File: src/rtl/data_path.sv
// data_path: Mini SRC single-bus datapath (register file, special registers, ALU, CON).
// Define MUL_DIV_EN to build the signed multiplier/divider; otherwise MUL/DIV yield 0.
module data_path #(
  parameter int WIDTH = 32
) (
  input  logic             clk,
  input  logic             clr,
  input  logic [4:0]       alu_control,
  input  logic [WIDTH-1:0] Mdatain,
  input  logic             R0out, R1out, R2out, R3out, R4out, R5out, R6out, R7out,
  input  logic             R8out, R9out, R10out, R11out, R12out, R13out, R14out, R15out,
  input  logic             MDROut, HIout, LOout, ZHIout, ZLOout, Pout, Cout, Yout,
  input  logic             IRen, MARen, MDRen, Yen, Pen, ZHIen, ZLOen, HIen, LOen,
  input  logic             Read,
  input  logic             Write,
  input  logic             R0en, R1en, R2en, R3en, R4en, R5en, R6en, R7en,
  input  logic             R8en, R9en, R10en, R11en, R12en, R13en, R14en, R15en,
  input  logic             Gra, Grb, Grc,
  input  logic             BAout,
  input  logic             ConIn,
  input  logic             Rin, Rout,
  output logic [WIDTH-1:0] bus_out,
  output logic [WIDTH-1:0] mar_out,
  output logic [WIDTH-1:0] mdr_out,
  output logic             mem_write,
  output logic             con_out
);
  logic [WIDTH-1:0] r_q [16];
  logic [WIDTH-1:0] pc_q, mar_q, mdr_q, hi_q, lo_q, y_q, zhi_q, zlo_q;
  logic [WIDTH-1:0] bus, c_sign_ext, mdr_d, a, b;
  // opcode bits are decoded by the external control unit, so only operand fields are held
  logic [26:0] ir_q;
  logic con_q, con_d;
  logic [15:0] rout_v, ren_v, sel_v, drv_v, ld_v;
  logic [3:0] sel;
  logic [4:0] sh;
  logic [2*WIDTH-1:0] res, mul_res, div_res;
  assign rout_v = {R15out, R14out, R13out, R12out, R11out, R10out, R9out, R8out,
                   R7out, R6out, R5out, R4out, R3out, R2out, R1out, R0out};
  assign ren_v = {R15en, R14en, R13en, R12en, R11en, R10en, R9en, R8en,
                  R7en, R6en, R5en, R4en, R3en, R2en, R1en, R0en};
  assign sel = ({4{Gra}} & ir_q[26:23]) | ({4{Grb}} & ir_q[22:19]) | ({4{Grc}} & ir_q[18:15]);
  assign sel_v = 16'd1 << sel;
  assign drv_v = rout_v | ({16{Rout | BAout}} & sel_v);
  assign ld_v = ren_v | ({16{Rin}} & sel_v);
  assign c_sign_ext = {{(WIDTH-19){ir_q[18]}}, ir_q[18:0]};
  // later assignments win, so sources are scanned from lowest to highest priority
  always_comb begin
    bus = '0;
    if (Yout) bus = y_q;
    if (Cout) bus = c_sign_ext;
    if (MDROut) bus = mdr_q;
    if (Pout) bus = pc_q;
    if (ZLOout) bus = zlo_q;
    if (ZHIout) bus = zhi_q;
    if (LOout) bus = lo_q;
    if (HIout) bus = hi_q;
    for (int i = 15; i >= 0; i--)
      if (drv_v[i]) bus = (BAout && sel == 4'd0 && i == 0) ? '0 : r_q[i];
  end
  assign a = y_q;
  assign b = bus;
  assign sh = bus[4:0];
`ifdef MUL_DIV_EN
  logic [WIDTH-1:0] ua, ub, uq, ur, quo, rem;
  assign mul_res = {{WIDTH{a[WIDTH-1]}}, a} * {{WIDTH{b[WIDTH-1]}}, b};
  // divide magnitudes and restore signs, which avoids the MIN/-1 overflow trap
  assign ua = a[WIDTH-1] ? -a : a;
  assign ub = b[WIDTH-1] ? -b : b;
  assign uq = ua / ub;
  assign ur = ua % ub;
  assign quo = (b == '0) ? '1 : (a[WIDTH-1] ^ b[WIDTH-1]) ? -uq : uq;
  assign rem = (b == '0) ? a : a[WIDTH-1] ? -ur : ur;
  assign div_res = {rem, quo};
`else
  assign mul_res = '0;
  assign div_res = '0;
`endif
  always_comb begin
    res = '0;
    case (alu_control)
      5'b00000: res[WIDTH-1:0] = a + b;
      5'b00001: res[WIDTH-1:0] = a - b;
      5'b00010: res[WIDTH-1:0] = a & b;
      5'b00011: res[WIDTH-1:0] = a | b;
      5'b00100: res[WIDTH-1:0] = a >> sh;
      5'b00101: res[WIDTH-1:0] = $signed(a) >>> sh;
      5'b00110: res[WIDTH-1:0] = a << sh;
      5'b00111: res[WIDTH-1:0] = WIDTH'({a, a} >> sh);
      5'b01000: res[WIDTH-1:0] = WIDTH'(({a, a} << sh) >> WIDTH);
      5'b01001: res = mul_res;
      5'b01010: res = div_res;
      5'b01011: res[WIDTH-1:0] = -b;
      5'b01100: res[WIDTH-1:0] = ~b;
      5'b01101: res[WIDTH-1:0] = b + WIDTH'(1);
      default: res = '0;
    endcase
  end
  assign con_d = ir_q[20] ? (ir_q[19] ? bus[WIDTH-1] : ~bus[WIDTH-1]) : (ir_q[19] ? |bus : ~|bus);
  assign mdr_d = Read ? Mdatain : bus;
  always_ff @(posedge clk or negedge clr) begin
    if (!clr) begin
      for (int i = 0; i < 16; i++) r_q[i] <= '0;
      pc_q <= '0;
      ir_q <= '0;
      mar_q <= '0;
      mdr_q <= '0;
      hi_q <= '0;
      lo_q <= '0;
      y_q <= '0;
      zhi_q <= '0;
      zlo_q <= '0;
      con_q <= 1'b0;
    end else begin
      for (int i = 0; i < 16; i++) if (ld_v[i]) r_q[i] <= bus;
      if (Pen) pc_q <= bus;
      if (IRen) ir_q <= bus[26:0];
      if (MARen) mar_q <= bus;
      if (MDRen) mdr_q <= mdr_d;
      if (HIen) hi_q <= bus;
      if (LOen) lo_q <= bus;
      if (Yen) y_q <= bus;
      if (ZHIen) zhi_q <= res[2*WIDTH-1:WIDTH];
      if (ZLOen) zlo_q <= res[WIDTH-1:0];
      if (ConIn) con_q <= con_d;
    end
  end
  assign bus_out = bus;
  assign mar_out = mar_q;
  assign mdr_out = mdr_q;
  assign mem_write = Write;
  assign con_out = con_q;
endmodule

File: config.mk
export PLATFORM = sky130hd
export DESIGN_NAME = data_path
export DESIGN_NICKNAME = d
export VERILOG_FILES = /design/src/rtl/data_path.sv
export SDC_FILE = /design/constraint.sdc
export NUM_CORES = 2
export LEC_CHECK = 0
export ABC_AREA = 1
export CAP_MARGIN = 20
export CORE_ASPECT_RATIO = 1.1
export CORE_MARGIN = 2
export CORE_UTILIZATION = 35
export CTS_CLUSTER_DIAMETER = 150
export DETAILED_ROUTE_END_ITERATION = 8
export GPL_ROUTABILITY_DRIVEN = 0
export MAX_ROUTING_LAYER = met4
export PLACE_DENSITY = 0.49
export SLEW_MARGIN = 40
export SYNTH_ARGS = -nofsm -noshare
export SYNTH_HDL_FRONTEND = slang
export SYNTH_SLANG_ARGS = --single-unit
File: constraint.sdc
create_clock -name clk -period 9.9 [get_ports clk]
set_input_delay 1.98 -clock clk [delete_from_list [all_inputs] [get_ports clk]]
set_output_delay 1.98 -clock clk [all_outputs]
set_load 0.005 [all_outputs]
==> run metrics <==
multiplexer share of the synthesized area 0; Reg2Reg Setup Slack 3.32 ns; post-route minimum period 8.73 ns; clk_lat worst skew 0.71 ns; Worst-path clk slew 0.06 ns; CTS tree built; Worst R2R Start ir_q[17]; post-synthesis average cell area 6.78 µm²; total die area 139000 µm²; Worst EP arrival 6.75 ns; Die X 355 µm; routed vias 48649; most frequent cells in the layout nand2_1 (2247), o21ai_0 (919), dfrtp_1 (764); hold endpoint hi_q[0]; clock sinks 764; CTS root buf clkbuf_16; final antenna-violating net count 0; CP endpoint kind output port; hold_sp hi_q[0]; DR DRC count 0; setup bufs post-CTS 0; fmax 115 MHz; cts-stage hold buffer count 0; final WL 210 mm; status completed; dpl hpwl 148 mm; total track usage 0.306; Crit Reg-Reg Endpoint zlo_q[4]; DR pass1 iterations 6; Pwr Density 304 nW/µm²; largest net degree at the start of global routing 85; post-synthesis sequential area ratio 0.403; Initial Util 0.353; worst slew pin tran 0.874 ns; dpl cells 8650; leakage power total 25.4 nW; Crit Path Max Fanout 47; area grow syn2layout 12.9%; Clk pwr share 0.198; Synth Area in Adders 0.0168; Peak supply drop 155 µV; Gate power share 0.500; drt wl/cell 23.9 µm; # setup viols final 0; YS warnings 0; layout cells sized above 1 0.0631; combinational family with the most area after synthesis simple AND/OR/NAND/NOR gates; I/O pins 195; Starting DRT DRC Count 5511; Syn Inst Count 7002; Post-CTS Resized 0; EDFF count, synth 0; Syn Nets 7162; clk buf depth 3; CTS H-tree lvls 3; final hold viol count 0; Hold Path Stages 2; num rows 141; vias per cell 5.53; global-route wire length before repair 306 mm; commonest non-fill, non-tap cell in the layout nand2_1; Psw 7.86 mW; fin nets 7115; RSZ-0062 raised after global routing no; max cap viols 0; non-filler instance count after layout 8805; # port buffers 191; vias in the first global route 44711; final hold slack 0.479 ns; CTS Buf Count 88; Post-Route Utilization 0.399; Int Pwr 8.42 mW; period utilisation layout 0.882; slowest CP cell clkdlybuf4s50_1; sw frac 0.483; post-synthesis compound-gate area fraction 0.190; crit path launch type primary input; critical path type in -> out; Worst path most repeated cell nand2_1; Synth Area in Simple Gates 0.301; ys flop type dfrtp_1; worst endpoint required time 7.92 ns; Crit path largest cell delay 0.62 ns; die height 390 µm; Fin Clk Skew 0.0514 ns; FFs w/ async S/R, synth 1.00; TNS Setup 0 ns; Synth Register Bits 764; antenna violations before repair 7; synthesized cell area 47500 µm²; reg2reg path depth 33; xor/xnor share of the synthesized area 0.00111; Max Transition Viols Final 0; core footprint 134000 µm²; sequential power share 0.302; slew margin rel. 0.417; Hold WC Path Type reg -> reg; total grt overflow 0; Netlist cell types 54
synthesized netlist by cell type (22+ instances only):
library cell | instances | share of area
ha_1 | 62 | 0.016
buf_1 | 36 | 0.0028
nand3b_1 | 31 | 0.0049
nand3_2 | 29 | 0.0061
clkbuf_1 | 312 | 0.025
nand2_1 | 2249 | 0.18
nor2_1 | 294 | 0.023
a21oi_1 | 683 | 0.072
nand2_2 | 34 | 0.0045
o21ai_1 | 32 | 0.0034
dfrtp_1 | 764 | 0.40
o21ai_0 | 920 | 0.097
o211ai_1 | 42 | 0.0066
inv_1 | 517 | 0.041
nand4_1 | 52 | 0.0069
buf_2 | 82 | 0.0086
nor3_1 | 22 | 0.0023
buf_4 | 26 | 0.0041
nand3_1 | 642 | 0.068
stage by stage:
stage | instance area [µm²] | setup WS [ns] | total power [mW]
after floorplan | 47500 | 3.53 | 9.82
after global placement | 50700 | 1.29 | 12.8
after detailed placement | 50800 | 1.29 | 12.9
after CTS | 53500 | 1.27 | 16.2
after global routing | 53600 | 0.870 | 17.3
final | 53600 | 1.17 | 16.3
power by group through the flow:
stage	clock network, mW	registers [mW]	logic [mW]
6_report	3.23	4.92	8.13
3_3_place_gp	0	4.91	7.87
3_5_place_dp	0	4.94	7.95
5_1_grt	3.40	5.04	8.91
4_1_cts	3.29	4.90	7.98
2_1_floorplan	0	4.73	5.09
worst max-delay path by stage:
| stage | startpoint | endpoint | slack, ns | cells after the start |
|---|---|---|---|---|
| floorplan | Grb | bus_out[4] | 3.53 | 24 |
| global placement | Gra | bus_out[19] | 1.29 | 27 |
| detailed placement | Gra | bus_out[19] | 1.29 | 27 |
| CTS | Gra | bus_out[19] | 1.27 | 27 |
| global route | Gra | bus_out[0] | 0.87 | 27 |
| finish | Gra | bus_out[19] | 1.17 | 27 |
cell type report:
class                           count  area [µm²]
Fill cell                       14339       80800
Multi-Input combinational cell   5214       24300
Sequential cell                   764       19100
Timing Repair Buffer              339        3140
Clock buffer                      130        2570
Tap cell                         1787        2240
Inverter                          548        2070
Clock inverter                     21         189
Antenna cell                        2        5.00
logic make-up after synthesis:
group,count (synthesis)
adders and majority gates,63
AOI/OAI and AO/OA,1740
xor gates and xnor gates,6
buffers and inverters,1024
and+or+nand+nor,3405
DFF,764
routing by layer:
metal  vias up  global-route usage  part of all wire
met4         0               0.124             0.046
li1      22861                   -                 -
met2      2041               0.459              0.44
met1     23294               0.415              0.44
met5         -                   -                 0
met3       453              0.0407             0.073
registers in the layout (all words and copies together), names as in the netlist:
signal,flops
pc_q,32
zlo_q,32
mdr_out,32
a,32
con_out,1
hi_q,32
ir_q,27
mar_out,32
r_q,512
lo_q,32
critical path, delay by kind of cell:
kind / cells / cell delay (ns)
compound gates: 3 / 0.65
simple gates: 19 / 1.84
buf+inv: 5 / 2.25
Note: power is estimated with default switching activity, not from simulation.
